[config.mk]
export PLATFORM = sky130hd
export DESIGN_NAME = udp_tx
export DESIGN_NICKNAME = d
export VERILOG_FILES = /design/src/rtl/udp_tx.sv
export SDC_FILE = /design/constraint.sdc
export NUM_CORES = 1
export LEC_CHECK = 0
export BUFFER_PORTS_ARGS = -buffer_cell sky130_fd_sc_hd__buf_2
export CAP_MARGIN = 20
export CORE_AREA = 3 3 135 137
export CTS_BUF_LIST = sky130_fd_sc_hd__clkbuf_4
export DETAILED_ROUTE_END_ITERATION = 10
export DIE_AREA = 0 0 138 140
export GPL_TIMING_DRIVEN = 0
export PLACE_DENSITY = 0.59
export SYNTH_ARGS = -nofsm -noshare
export SYNTH_HDL_FRONTEND = slang
export SYNTH_SLANG_ARGS = --single-unit
[constraint.sdc]
create_clock -name tx_mac_aclk -period 4.3 [get_ports tx_mac_aclk]
set_clock_uncertainty 0.05 [all_clocks]
set_input_delay 0.215 -clock tx_mac_aclk [delete_from_list [all_inputs] [get_ports tx_mac_aclk]]
set_output_delay 0.215 -clock tx_mac_aclk [all_outputs]
set_load 0.02 [all_outputs]
[src/rtl/udp_tx.sv]
// rtl/udp_tx.sv - UDP transmit framer: prepends the 8-byte UDP header to a byte-wide payload stream.
// Optional store-and-forward checksum generation is enabled by defining UDP_TX_CHECKSUM_EN.
module udp_tx #(
    parameter int MAX_PAYLOAD = 1472
) (
    input  logic        tx_mac_aclk,
    input  logic        tx_mac_reset,
    input  logic [15:0] tx_udp_src_port,
    input  logic [15:0] tx_udp_dst_port,
    input  logic [15:0] tx_udp_len,
    input  logic [31:0] tx_ip_src,
    input  logic [31:0] tx_ip_dst,
    input  logic [7:0]  tx_axis_udp_tdata,
    input  logic        tx_axis_udp_tvalid,
    input  logic        tx_axis_udp_tlast,
    output logic        tx_axis_udp_tready,
    output logic [7:0]  tx_axis_ip_tdata,
    output logic        tx_axis_ip_tvalid,
    output logic        tx_axis_ip_tlast,
    input  logic        tx_axis_ip_tready,
    output logic [7:0]  tx_ip_proto,
    output logic [15:0] tx_ip_len,
    output logic        tx_busy,
    output logic        tx_len_err
);

    typedef enum logic [2:0] {S_IDLE, S_LOAD, S_HDR, S_PAYLOAD, S_DROP, S_DONE} state_t;

    state_t      state_q, state_d;
    logic [15:0] src_q, src_d, dst_q, dst_d, len_q, len_d, len8_q, len8_d;
    logic [15:0] ip_len_q, ip_len_d, cnt_q, cnt_d;
    logic [2:0]  hdr_idx_q, hdr_idx_d;
    logic [7:0]  out_data_q, out_data_d;
    logic        out_valid_q, out_valid_d, out_last_q, out_last_d;
    logic        busy_q, busy_d, err_q, err_d;

    logic        load_en, udp_accept;
    logic [15:0] cnt_n, plen_w, chk_w;
    logic [7:0]  buf_rdata;

    assign load_en    = !out_valid_q || tx_axis_ip_tready;
    assign udp_accept = tx_axis_udp_tvalid && tx_axis_udp_tready;
    assign cnt_n      = cnt_q + 16'd1;

    function automatic logic [7:0] hdr_byte(input logic [2:0] idx, input logic [15:0] src,
                                            input logic [15:0] dst, input logic [15:0] len8,
                                            input logic [15:0] chk);
        case (idx)
            3'd0:    hdr_byte = src[15:8];
            3'd1:    hdr_byte = src[7:0];
            3'd2:    hdr_byte = dst[15:8];
            3'd3:    hdr_byte = dst[7:0];
            3'd4:    hdr_byte = len8[15:8];
            3'd5:    hdr_byte = len8[7:0];
            3'd6:    hdr_byte = chk[15:8];
            default: hdr_byte = chk[7:0];
        endcase
    endfunction

`ifdef UDP_TX_CHECKSUM_EN
    localparam int AW = $clog2(MAX_PAYLOAD);
    localparam bit CSUM_EN = 1'b1;

    logic [7:0]  buf_q [0:MAX_PAYLOAD-1];
    logic [31:0] ip_src_q, ip_dst_q, acc_q, acc_d, sum_w;
    logic [15:0] nbytes_q, nbytes_d, f2_w, inv_w;
    logic [16:0] f1_w;
    logic        emit_q, emit_d;

    always_ff @(posedge tx_mac_aclk) begin
        if (state_q == S_LOAD && udp_accept)
            buf_q[cnt_q[AW-1:0]] <= tx_axis_udp_tdata;
    end

    always_ff @(posedge tx_mac_aclk) begin
        if (tx_mac_reset) begin
            ip_src_q <= 32'h0;
            ip_dst_q <= 32'h0;
            acc_q    <= 32'h0;
            nbytes_q <= 16'h0;
            emit_q   <= 1'b0;
        end else begin
            if (state_q == S_IDLE && tx_axis_udp_tvalid) begin
                ip_src_q <= tx_ip_src;
                ip_dst_q <= tx_ip_dst;
            end
            acc_q    <= acc_d;
            nbytes_q <= nbytes_d;
            emit_q   <= emit_d;
        end
    end

    // Pseudo-header plus UDP header (checksum field zero) added on top of the payload sum.
    assign sum_w = acc_q + {16'h0, ip_src_q[31:16]} + {16'h0, ip_src_q[15:0]}
                 + {16'h0, ip_dst_q[31:16]} + {16'h0, ip_dst_q[15:0]} + 32'h0000_0011
                 + {16'h0, len8_q} + {16'h0, src_q} + {16'h0, dst_q} + {16'h0, len8_q};
    assign f1_w  = {1'b0, sum_w[15:0]} + {1'b0, sum_w[31:16]};
    assign f2_w  = f1_w[15:0] + {15'h0, f1_w[16]};
    assign inv_w = ~f2_w;
    assign chk_w = (inv_w == 16'h0000) ? 16'hFFFF : inv_w;
    assign plen_w    = nbytes_q;
    assign buf_rdata = buf_q[cnt_q[AW-1:0]];
`else
    localparam bit CSUM_EN = 1'b0;
    logic unused_ok;
    assign unused_ok = ^{tx_ip_src, tx_ip_dst, 32'(MAX_PAYLOAD)};
    assign chk_w     = 16'h0000;
    assign plen_w    = len_q;
    assign buf_rdata = 8'h00;
`endif

    always_ff @(posedge tx_mac_aclk) begin
        if (tx_mac_reset) begin
            state_q     <= S_IDLE;
            src_q       <= 16'h0;
            dst_q       <= 16'h0;
            len_q       <= 16'h0;
            len8_q      <= 16'h0;
            ip_len_q    <= 16'h0;
            cnt_q       <= 16'h0;
            hdr_idx_q   <= 3'd0;
            out_data_q  <= 8'h0;
            out_valid_q <= 1'b0;
            out_last_q  <= 1'b0;
            busy_q      <= 1'b0;
            err_q       <= 1'b0;
        end else begin
            state_q     <= state_d;
            src_q       <= src_d;
            dst_q       <= dst_d;
            len_q       <= len_d;
            len8_q      <= len8_d;
            ip_len_q    <= ip_len_d;
            cnt_q       <= cnt_d;
            hdr_idx_q   <= hdr_idx_d;
            out_data_q  <= out_data_d;
            out_valid_q <= out_valid_d;
            out_last_q  <= out_last_d;
            busy_q      <= busy_d;
            err_q       <= err_d;
        end
    end

    always_comb begin
        state_d     = state_q;
        src_d       = src_q;
        dst_d       = dst_q;
        len_d       = len_q;
        len8_d      = len8_q;
        ip_len_d    = ip_len_q;
        cnt_d       = cnt_q;
        hdr_idx_d   = hdr_idx_q;
        out_data_d  = out_data_q;
        out_valid_d = out_valid_q && !tx_axis_ip_tready;
        out_last_d  = out_last_q;
        busy_d      = busy_q;
        err_d       = 1'b0;
`ifdef UDP_TX_CHECKSUM_EN
        acc_d       = acc_q;
        nbytes_d    = nbytes_q;
        emit_d      = emit_q;
`endif
        case (state_q)
            S_IDLE: if (tx_axis_udp_tvalid) begin
                src_d    = tx_udp_src_port;
                dst_d    = tx_udp_dst_port;
                len_d    = tx_udp_len;
                len8_d   = tx_udp_len + 16'd8;
                ip_len_d = tx_udp_len + 16'd8;
                busy_d   = 1'b1;
                cnt_d    = 16'h0;
`ifdef UDP_TX_CHECKSUM_EN
                acc_d     = 32'h0;
                nbytes_d  = 16'h0;
                emit_d    = 1'b1;
                hdr_idx_d = 3'd0;
                if (tx_udp_len > 16'(MAX_PAYLOAD)) begin
                    err_d   = 1'b1;
                    emit_d  = 1'b0;
                    state_d = S_DROP;
                end else if (tx_udp_len == 16'h0) begin
                    state_d = S_DROP;
                end else begin
                    state_d = S_LOAD;
                end
`else
                // The output register is always empty in IDLE, so byte 1 goes out straight away.
                out_data_d  = tx_udp_src_port[15:8];
                out_valid_d = 1'b1;
                out_last_d  = 1'b0;
                hdr_idx_d   = 3'd1;
                state_d     = S_HDR;
`endif
            end
            S_LOAD: begin
`ifdef UDP_TX_CHECKSUM_EN
                if (udp_accept) begin
                    cnt_d = cnt_n;
                    acc_d = acc_q + (cnt_q[0] ? {24'h0, tx_axis_udp_tdata}
                                              : {16'h0, tx_axis_udp_tdata, 8'h00});
                    if (cnt_n == len_q) begin
                        nbytes_d = cnt_n;
                        if (tx_axis_udp_tlast) begin
                            state_d = S_HDR;
                        end else begin
                            err_d   = 1'b1;
                            state_d = S_DROP;
                        end
                    end else if (tx_axis_udp_tlast) begin
                        nbytes_d = cnt_n;
                        err_d    = 1'b1;
                        state_d  = S_HDR;
                    end
                end
`endif
            end
            S_HDR: if (load_en) begin
                out_data_d  = hdr_byte(hdr_idx_q, src_q, dst_q, len8_q, chk_w);
                out_valid_d = 1'b1;
                out_last_d  = 1'b0;
                hdr_idx_d   = hdr_idx_q + 3'd1;
                if (hdr_idx_q == 3'd7) begin
                    cnt_d = 16'h0;
                    if (plen_w == 16'h0) begin
                        out_last_d = 1'b1;
                        state_d    = CSUM_EN ? S_DONE : S_DROP;
                    end else begin
                        state_d = S_PAYLOAD;
                    end
                end
            end
            S_PAYLOAD: begin
                if (CSUM_EN) begin
                    if (load_en) begin
                        out_data_d  = buf_rdata;
                        out_valid_d = 1'b1;
                        out_last_d  = (cnt_n == plen_w);
                        cnt_d       = cnt_n;
                        if (cnt_n == plen_w)
                            state_d = S_DONE;
                    end
                end else if (udp_accept) begin
                    out_data_d  = tx_axis_udp_tdata;
                    out_valid_d = 1'b1;
                    out_last_d  = 1'b0;
                    cnt_d       = cnt_n;
                    if (cnt_n == len_q) begin
                        out_last_d = 1'b1;
                        if (tx_axis_udp_tlast) begin
                            state_d = S_DONE;
                        end else begin
                            err_d   = 1'b1;
                            state_d = S_DROP;
                        end
                    end else if (tx_axis_udp_tlast) begin
                        out_last_d = 1'b1;
                        err_d      = 1'b1;
                        state_d    = S_DONE;
                    end
                end
            end
            S_DROP: if (tx_axis_udp_tvalid && tx_axis_udp_tlast) begin
`ifdef UDP_TX_CHECKSUM_EN
                state_d = emit_q ? S_HDR : S_DONE;
`else
                state_d = S_DONE;
`endif
            end
            S_DONE: if (!out_valid_q || tx_axis_ip_tready) begin
                busy_d  = 1'b0;
                state_d = S_IDLE;
            end
            default: state_d = S_IDLE;
        endcase
    end

    always_comb begin
        tx_axis_udp_tready = 1'b0;
        case (state_q)
            S_LOAD:    tx_axis_udp_tready = 1'b1;
            S_PAYLOAD: tx_axis_udp_tready = CSUM_EN ? 1'b0 : load_en;
            S_DROP:    tx_axis_udp_tready = 1'b1;
            default:   tx_axis_udp_tready = 1'b0;
        endcase
    end

    assign tx_axis_ip_tdata  = out_data_q;
    assign tx_axis_ip_tvalid = out_valid_q;
    assign tx_axis_ip_tlast  = out_last_q;
    assign tx_ip_proto       = 8'd17;
    assign tx_ip_len         = ip_len_q;
    assign tx_busy           = busy_q;
    assign tx_len_err        = err_q;

endmodule
==> flow_summary.yaml, run 1 <==
synthesis:
  portion_of_the_post_synthesis_area_used_by_sequential_elements_pct: 37.2
  synth_cells: 676
  synthesis.area_um2: 5110
  predominant_post_synthesis_flop_cell: "sky130_fd_sc_hd__dfxtp_1"
  ys_types: 60
  number_of_enable_type_register_cells_in_the_synthesized_netlist: 0
  ys_warn_count: 0
  synthArstFlopShare_pct: 0
  mean_area_per_synthesized_cell_um2: 7.57
  ys_seq_elements: 95
final_layout:
  fillers: 1919
  design.final.nets: 964
  layout-area-overhead-vs-synth_pct: 26.8
  post_route_cells_drive_above_1_share_pct: 16.4
  fin_util_pct: 37.8
  n_antenna_cell: 0
clock_tree:
  holdBufCountCts: 48
  ctsResizeCount: 0
  maximum_number_of_buffers_from_clock_root_to_sink: 2
  clock_latency_of_the_later_clocked_register_in_the_worst_skew_pair_ps: 480
  tritoncts: "done"
  h-tree-depth: 3
  tritoncts_num_sinks: 95
  clkSlewWorstSetupHoldPaths_ps: 160
  cts_made_buffers: 9
  postCtsSetupBuffers: 0
  cts_root_buf: "sky130_fd_sc_hd__clkbuf_4"
power:
  cell_internal_pwr_mw: 1.65
  pwr-share-seq_pct: 40.0
  p_switching_mw: 1.29
  fin_total_pwr_mw: 2.95
  pwr_cell_area_nw_per_um2: 454
  ir_worst_vdd_uv: 297
  leakage_component_of_the_power_nw: 2.55
  power_frac_clock_pct: 18.1
  switching_share_pct: 43.9
  power.share.combinational_pct: 42.0
setup_path:
  critPathArrivalTime_ps: 4190
  timing.critical_path.required_ps: 4670
  r2r_slack_ps: 480
  worst_setup_path_end_kind: "register"
  reg2reg_to: "tx_axis_ip_tlast"
  criticalPathCategory: "reg -> reg"
  worst_flop_to_flop_path_startpoint: "cnt_q[0]"
  crit_path_max_fanout: 8
  worst_r2r_path_depth: 13
  critPathLaunchType: "register"
sta:
  finalWorstPathRequiredPeriod_ps: 3820
  setup_viol: 0
  finalHoldViolCount: 0
  worst_pin_slew_ps: 690
  period_share_pct: 88.9
  setup_ws_ps: 477
  fin_setup_tns_ps: 0
  setup_repair_after_global_routing_missed_its_margin: "false"
  max_clock_freq_mhz: 262
  slew_headroom_pct: 53.7
  timing.final.max_slew_violations: 0
drt:
  first_iteration_detailed_routing_drc_count: 505
  route.vias.total: 5358
  avgRoutedWirePerCell_um: 16.5
  number_of_search_and_repair_iterations_in_the_first_detailed_routing_pass: 6
  drc: 0
  total_wirelength_um: 17500
  final_antenna_net_count: 0
  vias_per_cell: 5.06
hold_path:
  min_path_cells: 3
  worst_hold_path.endpoint: "tx_len_err"
  hold_path_startpoint: "tx_mac_reset"
  worstHoldPathType: "in -> reg"
floorplan:
  die_area_um2: 19300
  core_um2: 17200
  floorplan.die.height_um: 140
  initial_utilization_pct: 29.8
  floorplan.io_pins: 162
  chipWidth_um: 138
  row_count: 48
placement:
  port_buffers: 88
  dp_hpwl_um: 12900
  setup_slack_after_placement_ps: 517
  gpl.final_weighted_congestion: 0.891
flow_run:
  timing.max_cap.violations: 0
status:
  status: "completed"
global_routing:
  grt_max_degree: 18
  first_pass_grt_wire_length_um: 27800
  gr-total-overflow: 0
  grt_antenna_before_repair: 0
  globalRouteTotalUtil_pct: 17.7
  grt_pass1_vias: 5021
Yosys cell counts, drive strengths merged, types with 6 or more instances:
library cell  number  area share, %
nand2            127            9.3
dfxtp             95             37
a21oi             78            7.6
nor2              65            5.0
clkbuf            44            3.2
o21ai             37            3.7
nand3             25            2.8
buf               17            2.2
xor2              15            2.6
xnor2             14            2.4
a211oi            13            1.9
ha                10            2.4
or3                9            1.2
nor2b              8           0.98
o22ai              8           0.98
a221oi             7            1.2
a222oi             7            1.4
and3               7           0.86
inv                7           0.51
nand4              7           0.98
nor3               7           0.78
nor4               7           0.98
mux2               6            1.3
nor3b              6           0.98
through the flow:
stage | area, um^2 | hold slack (ps) | instances
detailed placement | 5860 | 396 | 995
global placement | 5860 | 396 | 995
finish | 6490 | 56.8 | 1059
floorplan | 5140 | 301 | 682
CTS | 6490 | 31.5 | 1059
global route | 6490 | 49.2 | 1059
how the worst max path moves through the flow:
stage | start | end | slack [ps] | depth (start not counted)
2_1_floorplan | cnt_q[0] | tx_axis_ip_tlast | 920 | 13
3_3_place_gp | cnt_q[0] | tx_axis_ip_tlast | 530 | 13
3_5_place_dp | cnt_q[0] | tx_axis_ip_tlast | 520 | 13
4_1_cts | cnt_q[0] | tx_axis_ip_tlast | 510 | 13
5_1_grt | cnt_q[0] | state_q[0] | 210 | 14
6_report | cnt_q[0] | tx_axis_ip_tlast | 480 | 13
flip-flops by register name, summed over array words and instances (netlist names):
signal             cells
cnt_q                 16
dst_q                 16
len_q                 16
src_q                 16
tx_ip_len             13
tx_axis_ip_tdata       8
hdr_idx_q              3
state_q                3
tx_axis_ip_tlast       1
tx_axis_ip_tvalid      1
tx_busy                1
tx_len_err             1
placed cells by master, fill, tap and decap left out, types with 5 or more instances in the layout:
cell type,Yosys,routed
sky130_fd_sc_hd__and3_1,7,7
sky130_fd_sc_hd__buf_4,11,11
sky130_fd_sc_hd__dfxtp_1,95,95
sky130_fd_sc_hd__ha_1,10,10
sky130_fd_sc_hd__a221oi_1,7,7
sky130_fd_sc_hd__mux2_2,6,6
sky130_fd_sc_hd__dlygate4sd3_1,0,48
sky130_fd_sc_hd__conb_1,2,8
sky130_fd_sc_hd__buf_2,5,93
sky130_fd_sc_hd__a21oi_1,78,78
sky130_fd_sc_hd__clkbuf_1,44,44
sky130_fd_sc_hd__or3_1,8,8
sky130_fd_sc_hd__o21ai_0,28,28
sky130_fd_sc_hd__nand2_1,127,127
sky130_fd_sc_hd__xnor2_1,14,14
sky130_fd_sc_hd__nor3_1,6,6
sky130_fd_sc_hd__o22ai_1,8,8
sky130_fd_sc_hd__nor2b_1,8,8
sky130_fd_sc_hd__nor4_1,6,6
sky130_fd_sc_hd__clkbuf_4,0,9
sky130_fd_sc_hd__o21ai_1,8,8
sky130_fd_sc_hd__nand4_1,6,6
sky130_fd_sc_hd__a222oi_1,7,7
sky130_fd_sc_hd__inv_1,7,7
sky130_fd_sc_hd__xor2_1,15,15
sky130_fd_sc_hd__nor2_1,63,63
sky130_fd_sc_hd__nand3_1,23,23
sky130_fd_sc_hd__a211oi_1,13,13
sky130_fd_sc_hd__nor3b_1,5,5
per-layer routing:
layer	wire, um	share of wire [%]	track usage [%]	vias to the layer above
met3	940	5.4	3.52	28
met1	8460	49	25.3	2479
met4	400	2.3	4.47	0
met2	7650	44	27.5	181
li1	-	-	-	2670
met5	0	0	0	-
final cells by class:
class | count | area, um^2 | share of cell area [%]
Buffer | 61 | 277 | 4.26
Clock buffer | 9 | 67.6 | 1.04
Clock inverter | 7 | 78.8 | 1.22
Inverter | 7 | 26.3 | 0.405
Multi-Input combinational cell | 519 | 2930 | 45.2
Sequential cell | 95 | 1900 | 29.3
Tap cell | 225 | 282 | 4.34
Timing Repair Buffer | 136 | 921 | 14.2
logic make-up (layout without fill, tap and decap cells):
logic type | Yosys count | after routing | synth area share [%]
buffers and inverters | 68 | 220 | 5.92
other | 2 | 8 | 0.147
DFF | 95 | 95 | 37.2
AOI/OAI and AO/OA | 178 | 178 | 21.2
xor gates and xnor gates | 29 | 29 | 4.97
and+or+nand+nor | 287 | 287 | 26.6
muxes | 7 | 7 | 1.52
adders and majority gates | 10 | 10 | 2.45
power by group through the flow:
stage / combinational [mW] / clock, mW / sequential, mW
after floorplan: 0.745 / 0 / 1.22
after global placement: 1.19 / 0 / 1.19
after detailed placement: 1.19 / 0 / 1.19
after CTS: 1.23 / 0.544 / 1.17
after global routing: 1.37 / 0.574 / 1.20
final: 1.24 / 0.532 / 1.18
critical path: stages (launching register included):
cell,delay (ps)
sky130_fd_sc_hd__dfxtp_1,490
sky130_fd_sc_hd__ha_1,360
sky130_fd_sc_hd__nand3_4,180
sky130_fd_sc_hd__nor4_1,540
sky130_fd_sc_hd__xnor2_1,190
sky130_fd_sc_hd__nand4_1,80
sky130_fd_sc_hd__or4_1,450
sky130_fd_sc_hd__a211o_1,300
sky130_fd_sc_hd__ha_1,170
sky130_fd_sc_hd__nand2b_1,150
sky130_fd_sc_hd__o22ai_1,120
sky130_fd_sc_hd__a2bb2oi_1,140
sky130_fd_sc_hd__or3_1,420
sky130_fd_sc_hd__a21oi_1,140
(Power assumes the default switching activity.)
==> run 2: changes to the inputs <==
--- a/config.mk
+++ b/config.mk
@@ -11,7 +11,6 @@
 export CTS_BUF_LIST = sky130_fd_sc_hd__clkbuf_4
 export DETAILED_ROUTE_END_ITERATION = 10
 export DIE_AREA = 0 0 138 140
-export GPL_TIMING_DRIVEN = 0
 export PLACE_DENSITY = 0.59
 export SYNTH_ARGS = -nofsm -noshare
 export SYNTH_HDL_FRONTEND = slang
==> constraint.sdc (replaced) <==
create_clock -name tx_mac_aclk -period 4.7 [get_ports tx_mac_aclk]
set_clock_uncertainty 0.05 [all_clocks]
set_input_delay 0.235 -clock tx_mac_aclk [delete_from_list [all_inputs] [get_ports tx_mac_aclk]]
set_output_delay 0.235 -clock tx_mac_aclk [all_outputs]
set_load 0.02 [all_outputs]
==> run 2 against run 1 <==
Against the previous run: sequential power shrank 6%; cell count shrank 5.1%; core utilization shrank 1.5 points; hold slack lost 24 ps; critical path depth is the same; clock power shrank 23%; power shrank 14%; first-iteration DRC count shrank 33%; critical endpoint is now state_q[2]; largest power group is now registers.
==> flow_summary.yaml, run 2 (synthesized netlist as in run 1, its figures left out) <==
drt:
  final_antenna_net_count: 0
  number_of_search_and_repair_iterations_in_the_first_detailed_routing_pass: 5
  route.vias.total: 5126
  drc: 0
  total_wirelength_um: 15700
  first_iteration_detailed_routing_drc_count: 340
  avgRoutedWirePerCell_um: 15.6
  vias_per_cell: 5.10
sta:
  setup_ws_ps: 896
  timing.final.max_slew_violations: 0
  slew_headroom_pct: 33.7
  finalHoldViolCount: 0
  setup_viol: 0
  period_share_pct: 80.9
  finalWorstPathRequiredPeriod_ps: 3800
  fin_setup_tns_ps: 0
  max_clock_freq_mhz: 263
  setup_repair_after_global_routing_missed_its_margin: "false"
  holdWs_ps: 33.0
  worst_pin_slew_ps: 994
placement:
  setup_slack_after_placement_ps: 928
  gpl.final_weighted_congestion: 0.831
  postPlaceCellArea_um2: 5630
  dp_hpwl_um: 10900
  port_buffers: 89
setup_path:
  r2r_slack_ps: 900
  critPathLaunchType: "register"
  criticalPathCategory: "reg -> reg"
  timing.critical_path.required_ps: 5070
  worst_flop_to_flop_path_startpoint: "cnt_q[0]"
  reg2reg_to: "state_q[2]"
  setup.worst_path.start: "cnt_q[0]"
  crit_path_max_fanout: 8
  worst_r2r_path_depth: 13
  worst_setup_path_end_kind: "register"
  critPathArrivalTime_ps: 4170
clock_tree:
  holdBufCountCts: 49
  cts_made_buffers: 9
  h-tree-depth: 3
  clkSlewWorstSetupHoldPaths_ps: 160
  maximum_number_of_buffers_from_clock_root_to_sink: 2
  cts_root_buf: "sky130_fd_sc_hd__clkbuf_4"
  clock_latency_of_the_later_clocked_register_in_the_worst_skew_pair_ps: 480
  postCtsSetupBuffers: 0
  tritoncts: "done"
  tritoncts_num_sinks: 95
  ctsResizeCount: 0
power:
  power.share.combinational_pct: 40.3
  ir_worst_vdd_uv: 202
  power_frac_clock_pct: 16.2
  cell_internal_pwr_mw: 1.43
  pwr-share-seq_pct: 43.6
  pwr_cell_area_nw_per_um2: 408
  switching_share_pct: 43.6
  leakage_component_of_the_power_nw: 2.43
  p_switching_mw: 1.11
floorplan:
  initial_utilization_pct: 29.8
  floorplan.die.height_um: 140
  chipWidth_um: 138
  row_count: 48
  die_area_um2: 19300
  core_um2: 17200
  floorplan.io_pins: 162
hold_path:
  min_path_cells: 3
  worstHoldPathType: "in -> reg"
  worst_hold_path.endpoint: "len_q[3]"
  hold_path_startpoint: "tx_udp_len[3]"
global_routing:
  grt_antenna_before_repair: 0
  grt_max_degree: 88
  globalRouteTotalUtil_pct: 16.1
  gr-total-overflow: 0
  grt_pass1_vias: 4866
  first_pass_grt_wire_length_um: 25600
final_layout:
  design.final.nets: 910
  finalInstanceArea_um2: 6230
  fin_util_pct: 36.3
  layout-area-overhead-vs-synth_pct: 21.9
  mostFrequentLayoutCell: "sky130_fd_sc_hd__nand2_1"
  final_cell_mix: "sky130_fd_sc_hd__nand2_1 (127), sky130_fd_sc_hd__dfxtp_1 (95), sky130_fd_sc_hd__buf_2 (89), sky130_fd_sc_hd__a21oi_1 (78), sky130_fd_sc_hd__nor2_1 (63)"
  post_route_cells_drive_above_1_share_pct: 16.3
  n_antenna_cell: 0
status:
  status: "completed"
flow_run:
  timing.max_cap.violations: 0
run 2: changes by cell type in the layout (fill, tap and decap cells not counted), sizes merged:
cell,change
clkinvlp,+2
buf,-11
clkbuf,-44
clkinv,+1
dlygate4sd3,+1
inv,-2
bufinv,-1
run 2: critical path, stage by stage (launching register included):
cell	delay [ps]
sky130_fd_sc_hd__dfxtp_1	480
sky130_fd_sc_hd__ha_1	350
sky130_fd_sc_hd__nand3_4	170
sky130_fd_sc_hd__nor4_1	540
sky130_fd_sc_hd__xnor2_1	180
sky130_fd_sc_hd__nand4_1	70
sky130_fd_sc_hd__or4_1	450
sky130_fd_sc_hd__a211o_1	300
sky130_fd_sc_hd__ha_1	170
sky130_fd_sc_hd__nand2b_1	160
sky130_fd_sc_hd__o22ai_1	150
sky130_fd_sc_hd__a2bb2oi_1	130
sky130_fd_sc_hd__or3_1	410
sky130_fd_sc_hd__a21oi_1	130
run 2: cell type report:
class,count,area [um^2]
Timing Repair Buffer,143,973
Inverter,7,26.3
Sequential cell,95,1900
Clock inverter,7,48.8
Multi-Input combinational cell,519,2930
Tap cell,225,282
Fill cell,1926,10900
Clock buffer,9,67.6
run 2: worst max path at each step:
stage | slack, ps | endpoint | cells after the start
after floorplan | 1320 | tx_axis_ip_tlast | 13
after global placement | 940 | tx_axis_ip_tlast | 13
after detailed placement | 930 | state_q[2] | 13
after CTS | 890 | state_q[2] | 13
after global routing | 560 | state_q[0] | 14
final | 900 | state_q[2] | 13
run 2: through the flow:
step,instances,power [mW]
final,1005,2.54
after global routing,1005,2.73
after CTS,1005,2.56
after detailed placement,940,2.11
after global placement,940,2.10
after floorplan,682,1.80
run 2: metal layers:
| metal | vias up | track usage (%) | share of wire (%) |
|---|---|---|---|
| met5 | - | 0 | 0 |
| met1 | 2435 | 22.3 | 50 |
| met3 | 22 | 2.56 | 3.2 |
| met2 | 117 | 25.7 | 45 |
| met4 | 0 | 5.15 | 1.7 |
| li1 | 2552 | - | - |
run 2: power groups by stage:
stage	clock network, mW	registers [mW]	logic [mW]
6_report	0.410	1.11	1.02
5_1_grt	0.454	1.13	1.15
4_1_cts	0.426	1.11	1.03
3_5_place_dp	0	1.12	0.990
3_3_place_gp	0	1.12	0.981
2_1_floorplan	0	1.12	0.681
==> run 3: changes to the inputs <==
--- a/config.mk
+++ b/config.mk
@@ -11,7 +11,7 @@
 export CTS_BUF_LIST = sky130_fd_sc_hd__clkbuf_4
 export DETAILED_ROUTE_END_ITERATION = 10
 export DIE_AREA = 0 0 138 140
-export PLACE_DENSITY = 0.59
+export PLACE_DENSITY = 0.61
 export SYNTH_ARGS = -nofsm -noshare
 export SYNTH_HDL_FRONTEND = slang
 export SYNTH_SLANG_ARGS = --single-unit
==> constraint.sdc (replaced) <==
create_clock -name tx_mac_aclk -period 3.2 [get_ports tx_mac_aclk]
set_clock_uncertainty 0.05 [all_clocks]
set_input_delay 0.16 -clock tx_mac_aclk [delete_from_list [all_inputs] [get_ports tx_mac_aclk]]
set_output_delay 0.16 -clock tx_mac_aclk [all_outputs]
set_load 0.02 [all_outputs]
==> run 3 against run 2 <==
Against the previous run: design area is 8.9% higher; global-route usage is 0.20 points higher; wire length is 2.6% higher; critical endpoint unchanged.
==> flow_summary.yaml, run 3 (synthesized netlist as in run 1, its figures left out) <==
placement:
  dp_hpwl_um: 11300
  gpl.final_weighted_congestion: 0.893
  place_inst: 979
  setup_slack_after_placement_ps: -124
  port_buffers: 89
power:
  power.share.combinational_pct: 41.9
  pwr-share-seq_pct: 39.0
  p_switching_mw: 1.68
  ir_worst_vdd_uv: 294
  power_frac_clock_pct: 19.1
  pwr_cell_area_nw_per_um2: 594
  cell_internal_pwr_mw: 2.35
  leakage_component_of_the_power_nw: 2.75
  switching_share_pct: 41.7
final_layout:
  fillers: 1840
  design.final.nets: 955
  final_cells: 1050
  post_route_cells_drive_above_1_share_pct: 23.3
  layout-area-overhead-vs-synth_pct: 32.7
  final_cell_mix: "sky130_fd_sc_hd__nand2_1 (127), sky130_fd_sc_hd__buf_2 (89), sky130_fd_sc_hd__dfxtp_1 (86), sky130_fd_sc_hd__a21oi_1 (75), sky130_fd_sc_hd__nor2_1 (62)"
  fin_util_pct: 39.5
  mostFrequentLayoutCell: "sky130_fd_sc_hd__nand2_1"
  n_antenna_cell: 0
floorplan:
  initial_utilization_pct: 29.8
  floorplan.die.height_um: 140
  floorplan.io_pins: 162
  row_count: 48
  die_area_um2: 19300
  chipWidth_um: 138
  core_um2: 17200
drt:
  route.met3.wl_um: 683
  total_wirelength_um: 16100
  avgRoutedWirePerCell_um: 15.3
  top_layer_used: "met4"
  first_iteration_detailed_routing_drc_count: 327
  final_antenna_net_count: 0
  detailed_route_wire_length_on_metal_1_um: 7860
  drc: 0
  met2WireLength_um: 7290
  vias_per_cell: 5.00
  route.vias.total: 5246
  number_of_search_and_repair_iterations_in_the_first_detailed_routing_pass: 5
setup_path:
  critPathLaunchType: "register"
  crit_path_max_fanout: 7
  worst_setup_path_end_kind: "register"
  critPathArrivalTime_ps: 3540
  timing.critical_path.required_ps: 3570
  criticalPathCategory: "reg -> reg"
global_routing:
  globalRouteTotalUtil_pct: 16.3
  grt_antenna_before_repair: 0
  gr-total-overflow: 0
  grt_max_degree: 66
  first_pass_grt_wire_length_um: 26000
  grt_pass1_vias: 4874
clock_tree:
  tritoncts_num_sinks: 95
  maximum_number_of_buffers_from_clock_root_to_sink: 2
  clkSlewWorstSetupHoldPaths_ps: 170
  clock_latency_of_the_later_clocked_register_in_the_worst_skew_pair_ps: 490
  h-tree-depth: 3
  tritoncts: "done"
  cts_made_buffers: 9
  cts_root_buf: "sky130_fd_sc_hd__clkbuf_4"
sta:
  worst_pin_slew_ps: 694
  finalWorstPathRequiredPeriod_ps: 3170
  period_share_pct: 99.2
  finalHoldViolCount: 0
  setup_viol: 0
  setup_repair_after_global_routing_missed_its_margin: "true"
  max_clock_freq_mhz: 315
  slew_headroom_pct: 53.7
  setup_ws_ps: 25.7
  timing.final.max_slew_violations: 0
status:
  status: "completed"
hold_path:
  worstHoldPathType: "in -> reg"
flow_run:
  timing.max_cap.violations: 0
==> run 3: final cells by class <==
| class | instances | area (um^2) | area share, % |
|---|---|---|---|
| clock inverter | 7 | 95.1 | 1.40 |
| inverter | 7 | 26.3 | 0.387 |
| clock buffer | 9 | 67.6 | 0.996 |
| timing repair buffer | 188 | 1360 | 20.0 |
| sequential | 95 | 1910 | 28.2 |
| multi-input combinational | 519 | 3040 | 44.8 |
| tap | 225 | 282 | 4.15 |
==> run 3: path summary, 6_finish.rpt <==
| kind | from | to | slack, ps | depth (start not counted) |
|---|---|---|---|---|
| max | cnt_q[0] | state_q[2] | 30 | 13 |
| min | tx_axis_udp_tdata[6] | tx_axis_ip_tdata[6] | 70 | 5 |
| max reg2reg | cnt_q[0] | state_q[2] | 30 | 13 |
| min reg2reg | src_q[15] | src_q[15] | 410 | 2 |
==> run 3: critical path: stages (launching register included) <==
cell and delay (ps):
sky130_fd_sc_hd__dfxtp_2 390, sky130_fd_sc_hd__ha_4 170, sky130_fd_sc_hd__nand3_4 140, sky130_fd_sc_hd__nor4_4 230, sky130_fd_sc_hd__xnor2_1 170, sky130_fd_sc_hd__nand4_1 100
sky130_fd_sc_hd__or4_4 540, sky130_fd_sc_hd__a211o_1 310, sky130_fd_sc_hd__ha_2 170, sky130_fd_sc_hd__nand2b_4 140, sky130_fd_sc_hd__o22ai_2 110, sky130_fd_sc_hd__a2bb2oi_2 90
sky130_fd_sc_hd__or3_4 390, sky130_fd_sc_hd__a21oi_2 120
==> run 3: power by group through the flow <==
stage / logic (mW) / clock network [mW] / registers (mW)
floorplan: 1.00 / 0 / 1.64
global route: 1.87 / 0.826 / 1.60
CTS: 1.63 / 0.786 / 1.57
global placement: 1.56 / 0 / 1.60
detailed placement: 1.57 / 0 / 1.60
finish: 1.69 / 0.770 / 1.57
==> run 3: stage by stage <==
step | area [um^2] | hold slack [ps] | setup TNS (ps) | total power, mW
after floorplan | 5150 | 246 | 0 | 2.64
final | 6790 | 72.9 | 0 | 4.03
after detailed placement | 5970 | 357 | -386 | 3.17
after global placement | 5970 | 356 | -288 | 3.16
after global routing | 6790 | 88.2 | -359 | 4.30
after CTS | 6700 | 39.4 | 0 | 3.99
==> run 3: what timing repair did <==
action,4_1_cts,5_1_grt
hold buffers,53,0
gates resized for setup,8,23
setup buffers,1,1
setup endpoints to repair,4,4
hold endpoints to repair,58,0
pin swaps,3,14
cloned,0,0
==> run 3: metal layers <==
layer	global-route usage, %	vias to the layer above
met1	23.2	2430
met4	3.85	0
met5	0	-
met3	2.83	26
met2	25.6	137
li1	-	2653
